--- src/rtl/traffic_ped_ctrl.sv ---
// Pedestrian-crossing controller: sequences car/ped lamps and feeds the walk
// countdown (tens digit offset by +1) to the downstream two-digit FND decoder.
module traffic_ped_ctrl #(
    parameter int P_TICK_DIV   = 50_000_000,
    parameter int P_GREEN_SEC  = 30,
    parameter int P_YELLOW_SEC = 3,
    parameter int P_WALK_SEC   = 20,
    parameter int P_CLEAR_SEC  = 2
) (
    input  logic       i_Clk,
    input  logic       i_Rst,
    input  logic       i_PedReq,
    output logic [2:0] o_CarLight,
    output logic [1:0] o_PedLight,
    output logic [7:0] o_Data,
    output logic       o_Ctrl
);

    localparam int               LP_TW          = (P_TICK_DIV > 2) ? $clog2(P_TICK_DIV) : 1;
    localparam logic [LP_TW-1:0] LP_TICK_MAX    = LP_TW'(P_TICK_DIV - 1);
    localparam logic [7:0]       LP_GREEN_MIN   = 8'(P_GREEN_SEC);
    localparam logic [7:0]       LP_YELLOW_LAST = 8'(P_YELLOW_SEC - 1);
    localparam logic [7:0]       LP_CLEAR_LAST  = 8'(P_CLEAR_SEC - 1);
    localparam logic [3:0]       LP_WALK_TENS   = 4'(P_WALK_SEC / 10);
    localparam logic [3:0]       LP_WALK_ONES   = 4'(P_WALK_SEC % 10);

    typedef enum logic [1:0] {
        S_GREEN,
        S_YELLOW,
        S_WALK,
        S_CLEAR
    } state_t;

    state_t           r_State;
    state_t           w_Next;
    logic [LP_TW-1:0] r_TickCnt;
    logic [7:0]       r_SecCnt;
    logic [3:0]       r_Tens;
    logic [3:0]       r_Ones;
    logic             r_Prev;
    logic             r_Edge;
    logic             r_Latch;
    logic             w_Tick;
    logic             w_SetLatch;
    logic             w_Change;
    logic             w_Blink;
    logic             w_CountZero;

    assign w_Tick      = (r_TickCnt == LP_TICK_MAX);
    assign w_SetLatch  = r_Edge && (r_State == S_GREEN);
    assign w_Change    = (w_Next != r_State);
    assign w_CountZero = (r_Tens == 4'd0) && (r_Ones == 4'd0);
    assign w_Blink     = (r_Tens == 4'd0) && (r_Ones <= 4'd5) && r_Ones[0];

    // A request latched on the same cycle already counts toward leaving green.
    always_comb begin
        w_Next = r_State;
        case (r_State)
            S_GREEN:  if ((r_SecCnt >= LP_GREEN_MIN) && (r_Latch || w_SetLatch)) w_Next = S_YELLOW;
            S_YELLOW: if (w_Tick && (r_SecCnt == LP_YELLOW_LAST)) w_Next = S_WALK;
            S_WALK:   if (w_Tick && w_CountZero) w_Next = S_CLEAR;
            S_CLEAR:  if (w_Tick && (r_SecCnt == LP_CLEAR_LAST)) w_Next = S_GREEN;
            default:  w_Next = S_GREEN;
        endcase
    end

    always_ff @(posedge i_Clk) begin
        if (i_Rst) begin
            r_State    <= S_GREEN;
            r_TickCnt  <= '0;
            r_SecCnt   <= 8'd0;
            r_Tens     <= 4'd0;
            r_Ones     <= 4'd0;
            r_Prev     <= 1'b0;
            r_Edge     <= 1'b0;
            r_Latch    <= 1'b0;
            o_CarLight <= 3'b001;
            o_PedLight <= 2'b10;
            o_Data     <= 8'h10;
            o_Ctrl     <= 1'b0;
        end else begin
            r_Prev  <= i_PedReq;
            r_Edge  <= i_PedReq & ~r_Prev;
            r_State <= w_Next;

            // State change wins over a coincident tick so each state gets whole seconds.
            if (w_Change) begin
                r_TickCnt <= '0;
                r_SecCnt  <= 8'd0;
            end else begin
                r_TickCnt <= w_Tick ? '0 : r_TickCnt + LP_TW'(1);
                if (w_Tick && (r_SecCnt != 8'hFF)) r_SecCnt <= r_SecCnt + 8'd1;
            end

            if (w_Change && (w_Next == S_WALK)) r_Latch <= 1'b0;
            else if (w_SetLatch)                r_Latch <= 1'b1;

            if (w_Change && (w_Next == S_WALK)) begin
                r_Tens <= LP_WALK_TENS;
                r_Ones <= LP_WALK_ONES;
            end else if ((r_State == S_WALK) && w_Tick && !w_Change) begin
                if (r_Ones == 4'd0) begin
                    r_Ones <= 4'd9;
                    r_Tens <= r_Tens - 4'd1;
                end else begin
                    r_Ones <= r_Ones - 4'd1;
                end
            end

            case (r_State)
                S_GREEN: begin
                    o_CarLight <= 3'b001;
                    o_PedLight <= 2'b10;
                    o_Data     <= 8'h10;
                    o_Ctrl     <= 1'b0;
                end
                S_YELLOW: begin
                    o_CarLight <= 3'b010;
                    o_PedLight <= 2'b10;
                    o_Data     <= 8'h10;
                    o_Ctrl     <= 1'b0;
                end
                S_WALK: begin
                    o_CarLight <= 3'b100;
                    o_PedLight <= {1'b0, ~w_Blink};
                    o_Data     <= {r_Tens + 4'd1, r_Ones};
                    o_Ctrl     <= 1'b1;
                end
                default: begin
                    o_CarLight <= 3'b100;
                    o_PedLight <= 2'b10;
                    o_Data     <= 8'h10;
                    o_Ctrl     <= 1'b0;
                end
            endcase
        end
    end

endmodule
--- config.mk ---
export PLATFORM = sky130hd
export DESIGN_NAME = traffic_ped_ctrl
export DESIGN_NICKNAME = d
export VERILOG_FILES = /design/src/rtl/traffic_ped_ctrl.sv
export SDC_FILE = /design/constraint.sdc
export NUM_CORES = 1
export LEC_CHECK = 0
export CAP_MARGIN = 0
export CELL_PAD_IN_SITES_DETAIL_PLACEMENT = 0
export CELL_PAD_IN_SITES_GLOBAL_PLACEMENT = 1
export CORE_MARGIN = 1.5
export CORE_UTILIZATION = 48
export DETAILED_ROUTE_END_ITERATION = 12
export PLACE_DENSITY = 0.87
export SLEW_MARGIN = 5
export SYNTH_ARGS = -nofsm -noshare
export SYNTH_HDL_FRONTEND = slang
export SYNTH_SLANG_ARGS = --single-unit
--- constraint.sdc ---
create_clock -name i_Clk -period 5.1 [get_ports i_Clk]
set_clock_uncertainty 0.1 [all_clocks]
set_input_delay 1.275 -clock i_Clk [delete_from_list [all_inputs] [get_ports i_Clk]]
set_output_delay 1.275 -clock i_Clk [all_outputs]
set_load 0.03 [all_outputs]
Word-level counts from Yosys, hierarchy flattened
Cells that the tools add are included.
- $add $sub $neg: 5
- $lt $le $gt $ge: 2
- equality and inequality tests: 9
- multiplexer cells: 12
- bitwise logic cells: 4
- reductions and logical operators: 25
- operator list (cell ; count):
    adder 26 x 1 -> 26 bit, second input constant ; 1
    equality test 26 bit, second input constant ; 1
    2-to-1 mux 2 bit ; 8
    logical AND 1 bit ; 12
    adder 8 x 1 -> 8 bit, second input constant ; 1
    equality test 8 x 1 -> 1 bit, second input constant ; 1
    equality test 8 x 2 -> 1 bit, second input constant ; 1
    greater-or-equal comparator 8 x 5 -> 1 bit, second input constant ; 1
    logical NOT 4 bit ; 2
    inequality test 8 bit, second input constant ; 1
    case mux 2 bit (4 select lines) ; 1
    subtractor 4 x 1 -> 4 bit, second input constant ; 2
    equality test 2 bit, second input constant ; 3
    case mux 3 bit (2 select lines) ; 1
    OR reduction 2 bit ; 3
    adder 4 x 1 -> 4 bit, second input constant ; 1
    less-or-equal comparator 4 x 3 -> 1 bit, second input constant ; 1
    2-to-1 mux 4 bit ; 1
    AND reduction 2 bit ; 2
    nonzero test 2 bit ; 2
    NOT 1 bit ; 3
    OR reduction 3 bit ; 1
    equality test 2 x 1 -> 1 bit, second input constant ; 1
    logical NOT 2 bit ; 1
    5 further kinds ; 5
- register bits after elaboration: 61
- input bits: 3
- output and inout port bits: 14
- logic and storage cells: 71

Depth between registers and ports, before layout
Gate-level depths: netlist (run 1).
- word-level depth: 11
- depth in mapped cells: 8
- mapped depth without buffers: 7

Worst setup path after synthesis (run 1)
No wires, ideal clock.
- kind: input to register
- start point: input port i_Rst
- end point: register r_TickCnt[10]
- setup time: 0.117 ns
- arrival: 2.062 ns
- data required time: 4.883 ns
- setup slack: 2.821 ns
- stages: 5
- buffers on the path: 2
- cells stage by stage: clkbuf_1 nor2_1 nand2_1 buf_2 nor2_1
- word-level cells in the longest chain between the ends: 1
- ends and longest elaborated chain (what ; RTL line ; RTL):
    from (decl) ; 11 ; input logic i_Rst,
    OR reduction 3 bit (no source line) ; n/a ;
    to (signal assigned) ; 91 ; r_TickCnt <= w_Tick ? '0 : r_TickCnt + LP_TW'(1);
    to (decl) ; 36 ; logic [LP_TW-1:0] r_TickCnt;
Every way passes these cells.
A chain may end at the register's enable or synchronous reset.

Final worst setup path (run 1)
- start point: input port i_Rst
- end point: register r_TickCnt[14]
Same word-level chain as after synthesis.

==> impl.org, run 1 <==
** Run status
- Run status :: complete, no violations

** Critical path
- Slowest cell on the critical path :: clkdlybuf4s50_1
- For this run, the slowest stage of the critical path takes roughly 0.66 ns.
- For the worst setup path, the data required time is just over 5 ns.
- Counting buffers and inverters, the worst setup path is 4 cells deep.
- Worst r2r src :: r_SecCnt[1]
- Cell-by-cell trace of the critical path :: clkdlybuf4s50_1 -> nor2_1 -> nand2_1 -> nor2_1
- Buffer and inverter count on the worst path :: 1
- By instance count, the cell type seen most on the critical path is nor2_1.
- Kind of critical path :: input pin to flop
- Along the worst path, the maximum fanout reaches 25.
- The worst setup path is launched from an input pin.
- Endpoint class of the critical path :: flop
- Top delay family on crit path :: simple AND/OR/NAND/NOR gates
- Number of cells on the worst reg-to-reg path :: 6
- Setup slack, reg-to-reg :: ~2.4 ns
- Worst setup path startpoint :: i_Rst
- The most critical setup path has its endpoint at r_TickCnt[14].
- The worst register-to-register path ends at r_TickCnt[14].
- For the worst setup path, the data arrival time is 2.85 ns.

** Clock network
- After clock tree synthesis, the clock-pin slew on the worst setup and hold paths is roughly 0.06 ns.
- Total clock buffers created by CTS :: 9
- Number of hold buffers added after CTS :: 0
- Counting along the longest clock path gives a buffer depth of 2.
- TritonCTS built the clock tree.
- In this run, post-CTS repair resized a total of 0 instances.
- CTS built an H-tree with a depth of 3.
- Clock tree root driver cell :: clkbuf_8
- For this design, the sink count on the clock tree is 61.
- Source-to-sink clock delay at the later pin of the worst-skew pair :: between 0.3 and 0.4 ns
- Post-CTS Setup Repair Bufs :: 0

** Floorplanning
- For this configuration, the core starts out at a cell density of 0.4937.
- From bottom edge to top edge, the die measures just under 80 µm.
- The core region is around 0.0054 mm².
- Die ar. :: roughly 0.0061 mm²
- Number of cell rows :: 27
- # IOs :: 17
- In this run the horizontal extent of the chip is approximately 80 µm.

** Timing
- Setup TNS Final :: 0 ns
- For the pin with the worst max-slew slack, the measured transition is approximately 1.1 ns.
- The max-slew violation total from the final report came to 0.
- Dividing the final minimum period by the clock period gives 0.5410.
- Setup violations remaining at the end of the flow were counted as 0.
- Smallest setup slack after layout :: ~2.3 ns
- Relative slew slack :: 0.2483
- The clock period could shrink to 2.759 ns.
- Number of hold violations in the final report :: 0
- Unrepaired setup endpoints after global routing :: false
- Peak clock frequency supported by timing :: 362.5 MHz

** Synth
- Area share of the largest cell type after synthesis :: 0.4548
- In this run, synthesis produced a sequential element count of just over 60.
- When the netlist entered floorplanning its net count stood at around 310.
- Distinct cells, synth :: 44
- Of the total synthesized cell area, the portion taken by XOR and XNOR cells is 0.09786.
- Dividing the synthesized area by the synthesized cell count gives 8.921 µm².
- Multiplexer share of the synthesized area :: 0.003728
- By area, the combinational part of the netlist is dominated by simple AND/OR/NAND/NOR gates.
- Warnings, synthesis :: 0
- After synthesis, the share of flip-flops with an asynchronous set or reset is 0.
- In the synthesized netlist, the number of instances is around 300.
- Yosys mapped a number of flops with a built-in enable equal to 0.
- Of the total synthesized cell area, the portion taken by AND, OR, NAND and NOR gates is 0.3117.
- In this run the cell area of the synthesized design comes to 0.002685 mm².
- The fraction of the mapped netlist area in compound gates was 0.07036.
- Top cells by area in the synthesized netlist :: dfxtp_1, xnor2_1, nor2_1
- Of the total synthesized cell area, the portion taken by full adders, half adders and majority gates is 0.03262.
- Most used flip-flop cell after synthesis :: dfxtp_1
- Summed over all instances, the cell type with the most area after synthesis is dfxtp_1.
- The share of the Yosys chip area taken by registers is 0.4548.

** Cells and area
- In the final layout, the share of cells above drive strength 1 is 0.08333.
- The finished layout holds 396 standard cells, fillers aside.
- The net count of the finished layout is roughly 330.
- The repair_antennas step left the layout with diodes totalling 0.
- Share of the core filled with cells in the final layout :: 0.5740
- After filler insertion, the fill cell instance count of the layout stands at 470.
- Area growth from synthesis to layout :: 16.26%

** Hold path
- The min-delay analysis places its worst path in the category flop to flop.

** GRT
- The number of antenna violations at the first check in global routing came to 0.
- The number of global-route vias before repair was 1883.
- Largest net degree at the start of global routing :: 26
- Global routing finished with a remaining overflow of 0.
- The first global-routing pass estimated approximately 8600 µm of wire.
- Overall global routing resource usage :: 0.1780

** Placement
- Number of cells in the design after placement :: 380
- HPWL after detailed placement :: 3406 µm
- Before CTS, the worst setup slack after placement is 1.962 ns.
- Number of input and output port buffers inserted :: 16
- At the end of routability-driven placement, the weighted congestion stood at about 0.78.

** Detailed routing
- The final layout contains routed wiring with a total length of 4967 µm.
- For this run, design rule violations remaining after detail routing come to 0.
- Number of iterations in the first detailed-routing pass :: 7
- Vias per Instance :: 5.333
- In the final routed layout, each cell accounts on average for ~13 µm.
- The detail route stage leaves a number of antenna-violating nets equal to 0.
- Vias after detailed routing :: roughly 2.1k
- DR iter-0 viols :: 113

** Power
- Worst-case vdd ir drop :: 0.0001486 V
- In this run the power density over the cells is roughly 310 mW/mm².
- Leakage power summed over all cells :: ~1.1 nW

** Job
- Maximum capacitance violations :: 0
## routing by layer
| layer | global-route usage | routed length, µm | vias up |
|---|---|---|---|
| met1 | 0.2285 | 2473 | 985 |
| met5 | 0 | 0 | - |
| met4 | 0.08727 | 90 | 0 |
| met2 | 0.2809 | 2247 | 35 |
| li1 | - | - | 1084 |
| met3 | 0.03882 | 156 | 8 |
## where the power goes
part	internal, W	switching [W]	total (W)	leakage [nW]
Sequential	0.000481	0.00000418	0.000486	0.493
Combinational	0.00000783	0.0000118	0.0000196	0.446
Clock	0.000292	0.000183	0.000475	0.115
## logic make-up after synthesis
family,after synthesis
xor+xnor,30
flops,61
mux,1
compound gates,33
fa+ha+maj,7
buf+inv,18
simple gates,151
## cell type report
type	instances	area (µm²)	share of cell area
Timing Repair Buffer	16	160.2	0.05130
Clock buffer	14	192.7	0.06172
Tap cell	72	90.09	0.02886
Multi-Input combinational cell	222	1386	0.4441
Clock inverter	2	37.54	0.01202
Inverter	9	33.78	0.01082
Sequential cell	61	1221	0.3912
## cell usage in the layout (no fill, tap or decap), drive strengths merged
cell,netlist,final
dfxtp,61,61
nor2,40,40
nand3,23,23
xnor2,20,20
nand2,17,17
clkdlybuf4s50,0,16
a21oi,15,15
clkbuf,6,14
xor2,10,10
inv,9,9
nand4,9,9
o21ai,9,9
nor4,9,9
nor3,8,8
or3,8,8
ha,7,7
and2,7,7
and3,6,6
and4,4,4
nor2b,4,4
or4,4,4
nor4b,3,3
nand2b,3,3
nor3b,2,2
or2,2,2
a31oi,2,2
o2111ai,1,1
a2111oi,1,1
or4b,1,1
nand4b,1,1
mux2i,1,1
a31o,1,1
a21o,1,1
a211oi,1,1
o31ai,1,1
o21bai,1,1
clkinvlp,0,1
bufinv,0,1
## cell usage after synthesis, types with 6 or more instances
library cell	count
o21ai_0	9
xnor2_1	20
nor3_1	7
inv_1	9
nand4_1	9
nand2_1	17
xor2_1	10
nor2_1	40
nor4_1	8
or3_1	7
and2_1	6
ha_1	7
clkbuf_1	6
nand3_1	22
a21oi_1	15
dfxtp_1	61
## state kept, by name (all words and copies together) (netlist names), 2 cells and up
register / flops
o_CarLight: 3
o_Data: 8
r_SecCnt: 8
o_PedLight: 2
r_Ones: 4
r_Tens: 4
r_TickCnt: 26
r_State: 2
## worst min path at each step
stage               startpoint  endpoint  slack [ns]  depth (start not counted)
floorplan               r_Prev    r_Edge        0.27                          1
global placement        r_Prev    r_Edge        0.27                          1
detailed placement      r_Prev    r_Edge        0.28                          1
CTS                     r_Prev    r_Edge        0.29                          1
global route            r_Prev    r_Edge        0.29                          1
finish                  r_Prev    r_Edge        0.28                          1
## through the flow
stage               hold WS [ns]  instance area (µm²)  total power (W)
finish                    0.2820                 3122        0.0009804
global route              0.2921                 3122         0.001008
CTS                       0.2853                 3122        0.0009866
detailed placement        0.2758                 2892        0.0005159
global placement          0.2745                 2892        0.0005158
floorplan                 0.2674                 2685        0.0005094
(Power assumes the default switching activity.)
==> run 2: changes to the inputs <==
CORE_UTILIZATION = 40   (was 48)
PLACE_DENSITY = 0.78   (was 0.87)
clock period = 2.5 ns   (was 5.1 ns; I/O delays follow)
==> run 2 against run 1 <==
  * Cell count grew 3.3%
  * Count of clock-buffer cells in the layout shrank 4
  * Combinational power grew 140%
  * First-iteration DRC count shrank 21%
  * Core utilization shrank 7.7 points
  * Flip-flop and latch count is the same
  * Sequential power grew 100%
  * Non-clock buffer count grew 9
  * Worst setup slack lost 2.2 ns
  * Critical endpoint is now r_Ones[1]
  * Global-route usage shrank 2.2 points
  * Register-to-register slack lost 2.3 ns
  * The flow now finishes with violations (design-rule violations)
==> impl.org, run 2 (synthesized netlist as in run 1, its figures left out) <==
** Detailed routing
- Detail-routed net length per standard cell :: 12.76 µm (+1.7%)
- The per-cell via count in the routed design came to 5.227 (-2.0%).
- The number of violations reported at the end of detailed-routing iteration 0 came to 89 (-21%).
- The iteration count of the initial detailed-routing pass is 8 (+1).
- Number of remaining DRC errors :: 7 (+7)
- Number of nets with antenna violations after detailed routing :: 0 (unchanged)
- The wire length after detailed routing is 5219 µm (+5.1%).
- Vias after detailed routing :: 2138 (+1.2%)

** Placement
- The final RePlAce weighted congestion came to 0.7421 (-4.8%).
- Number of input and output port buffers inserted :: 16 (unchanged)
- HPWL after detailed placement :: 3586 µm (+5.3%)

** Hold path
- The path class of the tightest hold or removal check is flop to flop.

** Critical path
- The required arrival time at the worst endpoint came to 2.67 ns (-2.52 ns).
- The worst setup path is captured at a flop.
- The critical path is of the flop to flop type.
- The maximum fanout count along the critical path was 8 (-68%).
- STA classifies the critical path startpoint as a flop.
- The worst endpoint data arrival time is 2.58 ns (-0.27 ns).

** Cells and area
- Number of flip-flops in the largest register :: 26 (unchanged)
- Number of fill cells in the layout :: 608 (+29%)
- Compared with the post-synthesis result, the final layout area differs by 18.83%.
- Leaving out fill and tap cells, the most frequent cells in the layout are dfxtp_1, nor2_1, nand3_1.
- Leading cell type in the layout, fill and taps excluded :: dfxtp_1
- # nets final :: 338 (+2.7%)
- Antenna fix cells :: 0 (unchanged)
- Layout cell share with drive strength beyond 1 :: 0.1054 (+0.02209)
- The register with the most flip-flops in the final layout is r_TickCnt.
- Largest registers :: r_TickCnt x26, o_Data x8, r_SecCnt x8

** Power
- Worst-case vdd ir drop :: 0.0002872 V (+93%)
- Pwr/cell area :: 620.6 mW/mm² (+98%)
- The total chip power is 0.001980 W (+100%).
- The total leakage power is 1.099 nW (+4.3%).
- Switching fraction of total power :: 0.2023 (-0.0004623)
- The switching power summed over all nets is 0.0004005 W (+100%).
- Clock power frac :: 0.476 (-0.009)
- The sequential share of power was 0.500 (+0.005).
- Internal Pwr Total :: 0.001580 W (+100%)
- Combinational fraction of design power :: 0.023 (+0.003)

** Floorplanning
- The die area came to 0.007213 mm² (+19%).
- # IOs :: 17 (unchanged)
- Die width :: 84.93 µm (+9.2%)
- The number of rows created at floorplan was 29 (+7.4%).
- Die Ht :: 84.93 µm (+9.2%)
- The starting density of the core was 0.4181 (-0.07559).
- Std-Cell Core Area :: 0.006422 mm² (+18%)

** Timing
- Number of hold violations in the final report :: 0 (unchanged)
- Setup repair after global routing left no endpoint under its margin.
- Based on the critical path, the design can be clocked at up to between 400 and 500 MHz.
- The number of endpoints failing setup at the final stage was 0 (unchanged).
- Of the available clock period, the critical path in the final layout requires 0.9623.
- Time the final worst path needs with I/O delays and setup :: approximately 2.4 ns
- The transition time at the pin with the least slew margin was 0.5309 ns (-0.5810 ns).
- The relative slew slack is 0.6369 (+0.3886).
- Setup TNS Final :: 0 ns (unchanged)
- Slew Limit Fails :: 0 (unchanged)

** Clock network
- The clock edge transition at the registers on the reported setup and hold paths is 0.07 ns (about the same).
- Clock sink total :: 61 (unchanged)
- Clock tree root driver cell :: clkbuf_8
- The number of gates given a new drive strength after cts is 0 (unchanged).
- The later-pin clock latency in the skew report was 0.34 ns (about the same).
- Bufs on Longest Clock Path :: 2 (unchanged)
- TritonCTS built the clock tree.
- The depth of the CTS H-tree was 3 (unchanged).
- The post-CTS setup-driven buffer insertion count is 0 (unchanged).
- The number of CTS-inserted buffers was 9 (unchanged).
- The hold buffer count at CTS was 0 (unchanged).

** GRT
- Number of antenna violations at the first check in global routing :: 0 (unchanged)
- Remaining global-route overflow :: 0 (unchanged)
- The first-pass GRT wire length came to 8790 µm (+2.4%).
- The pin count of the biggest net entering global routing was 26 (unchanged).
- The overall global routing resource usage came to 0.1559 (-0.02210).
- The number of global-route vias before repair is 1891 (+0.42%).

** Run status
- Run status :: finished, violations left
- Violated checks :: design-rule violations

** Job
- Maximum capacitance violations :: 0 (unchanged)
run 2: cell count changes in the layout (fill, tap and decap cells not counted), sizes merged:
cell / delta
buf: +9
clkbuf: -4
clkinv: +3
bufinv: +1
clkinvlp: -1
run 2: layout make-up:
class | instances | area [µm²] | share of cell area
timing repair buffer | 25 | 240.2 | 0.07529
multi-input combinational | 222 | 1386 | 0.4345
clock inverter | 5 | 75.07 | 0.02353
sequential | 61 | 1221 | 0.3827
inverter | 9 | 33.78 | 0.01059
tap | 77 | 96.34 | 0.03020
clock buffer | 10 | 137.6 | 0.04314
run 2: final timing paths:
check                start   endpoint  slack (ns)  depth (start not counted)
max reg2reg  r_TickCnt[10]  r_Ones[1]        0.09                          5
min reg2reg         r_Prev     r_Edge        0.30                          1
min                 r_Prev     r_Edge        0.30                          1
max          r_TickCnt[10]  r_Ones[1]        0.09                          5
run 2: worst max-delay path, stage by stage (launching register included):
cell and delay (ns):
dfxtp_1 0.34, or4_4 0.57, nor4_1 0.34, nand4_1 0.31, or4_1 0.54, a21oi_1 0.15
run 2: power by group through the flow:
stage	clock, W	sequential (W)	combinational, W
after floorplan	0	0.00101	0.0000274
after global placement	0	0.00101	0.0000460
after detailed placement	0	0.00101	0.0000463
after CTS	0.000970	0.000991	0.0000467
after global routing	0.00102	0.000991	0.0000512
final	0.000943	0.000991	0.0000461
run 2: layer usage:
| metal | up-vias | track usage | share of wire |
|---|---|---|---|
| li1 | 1110 | - | - |
| met1 | 986 | 0.2016 | 0.51 |
| met2 | 36 | 0.2378 | 0.44 |
| met3 | 6 | 0.05058 | 0.035 |
| met4 | 0 | 0.07004 | 0.016 |
| met5 | - | 0 | 0 |
run 2: per-stage QoR:
stage / cells / util / area (µm²) / hold slack, ns / worst slack (ns)
4_1_cts: 409 / 0.4968 / 3191 / 0.3031 / 0.09907
3_3_place_gp: 394 / 0.4637 / 2978 / 0.2695 / 0.2056
3_5_place_dp: 394 / 0.4637 / 2978 / 0.2939 / 0.1169
6_report: 409 / 0.4968 / 3191 / 0.3036 / 0.09429
5_1_grt: 409 / 0.4968 / 3191 / 0.3145 / 0.01114
2_1_floorplan: 301 / - / 2685 / 0.2674 / 0.2901
==> run 3: changes to the inputs <==
HOLD_SLACK_MARGIN = 0.1   (was unset)
==> results of run 3 <==
The final DEF is identical to that of run 2; final timing and power are the same.
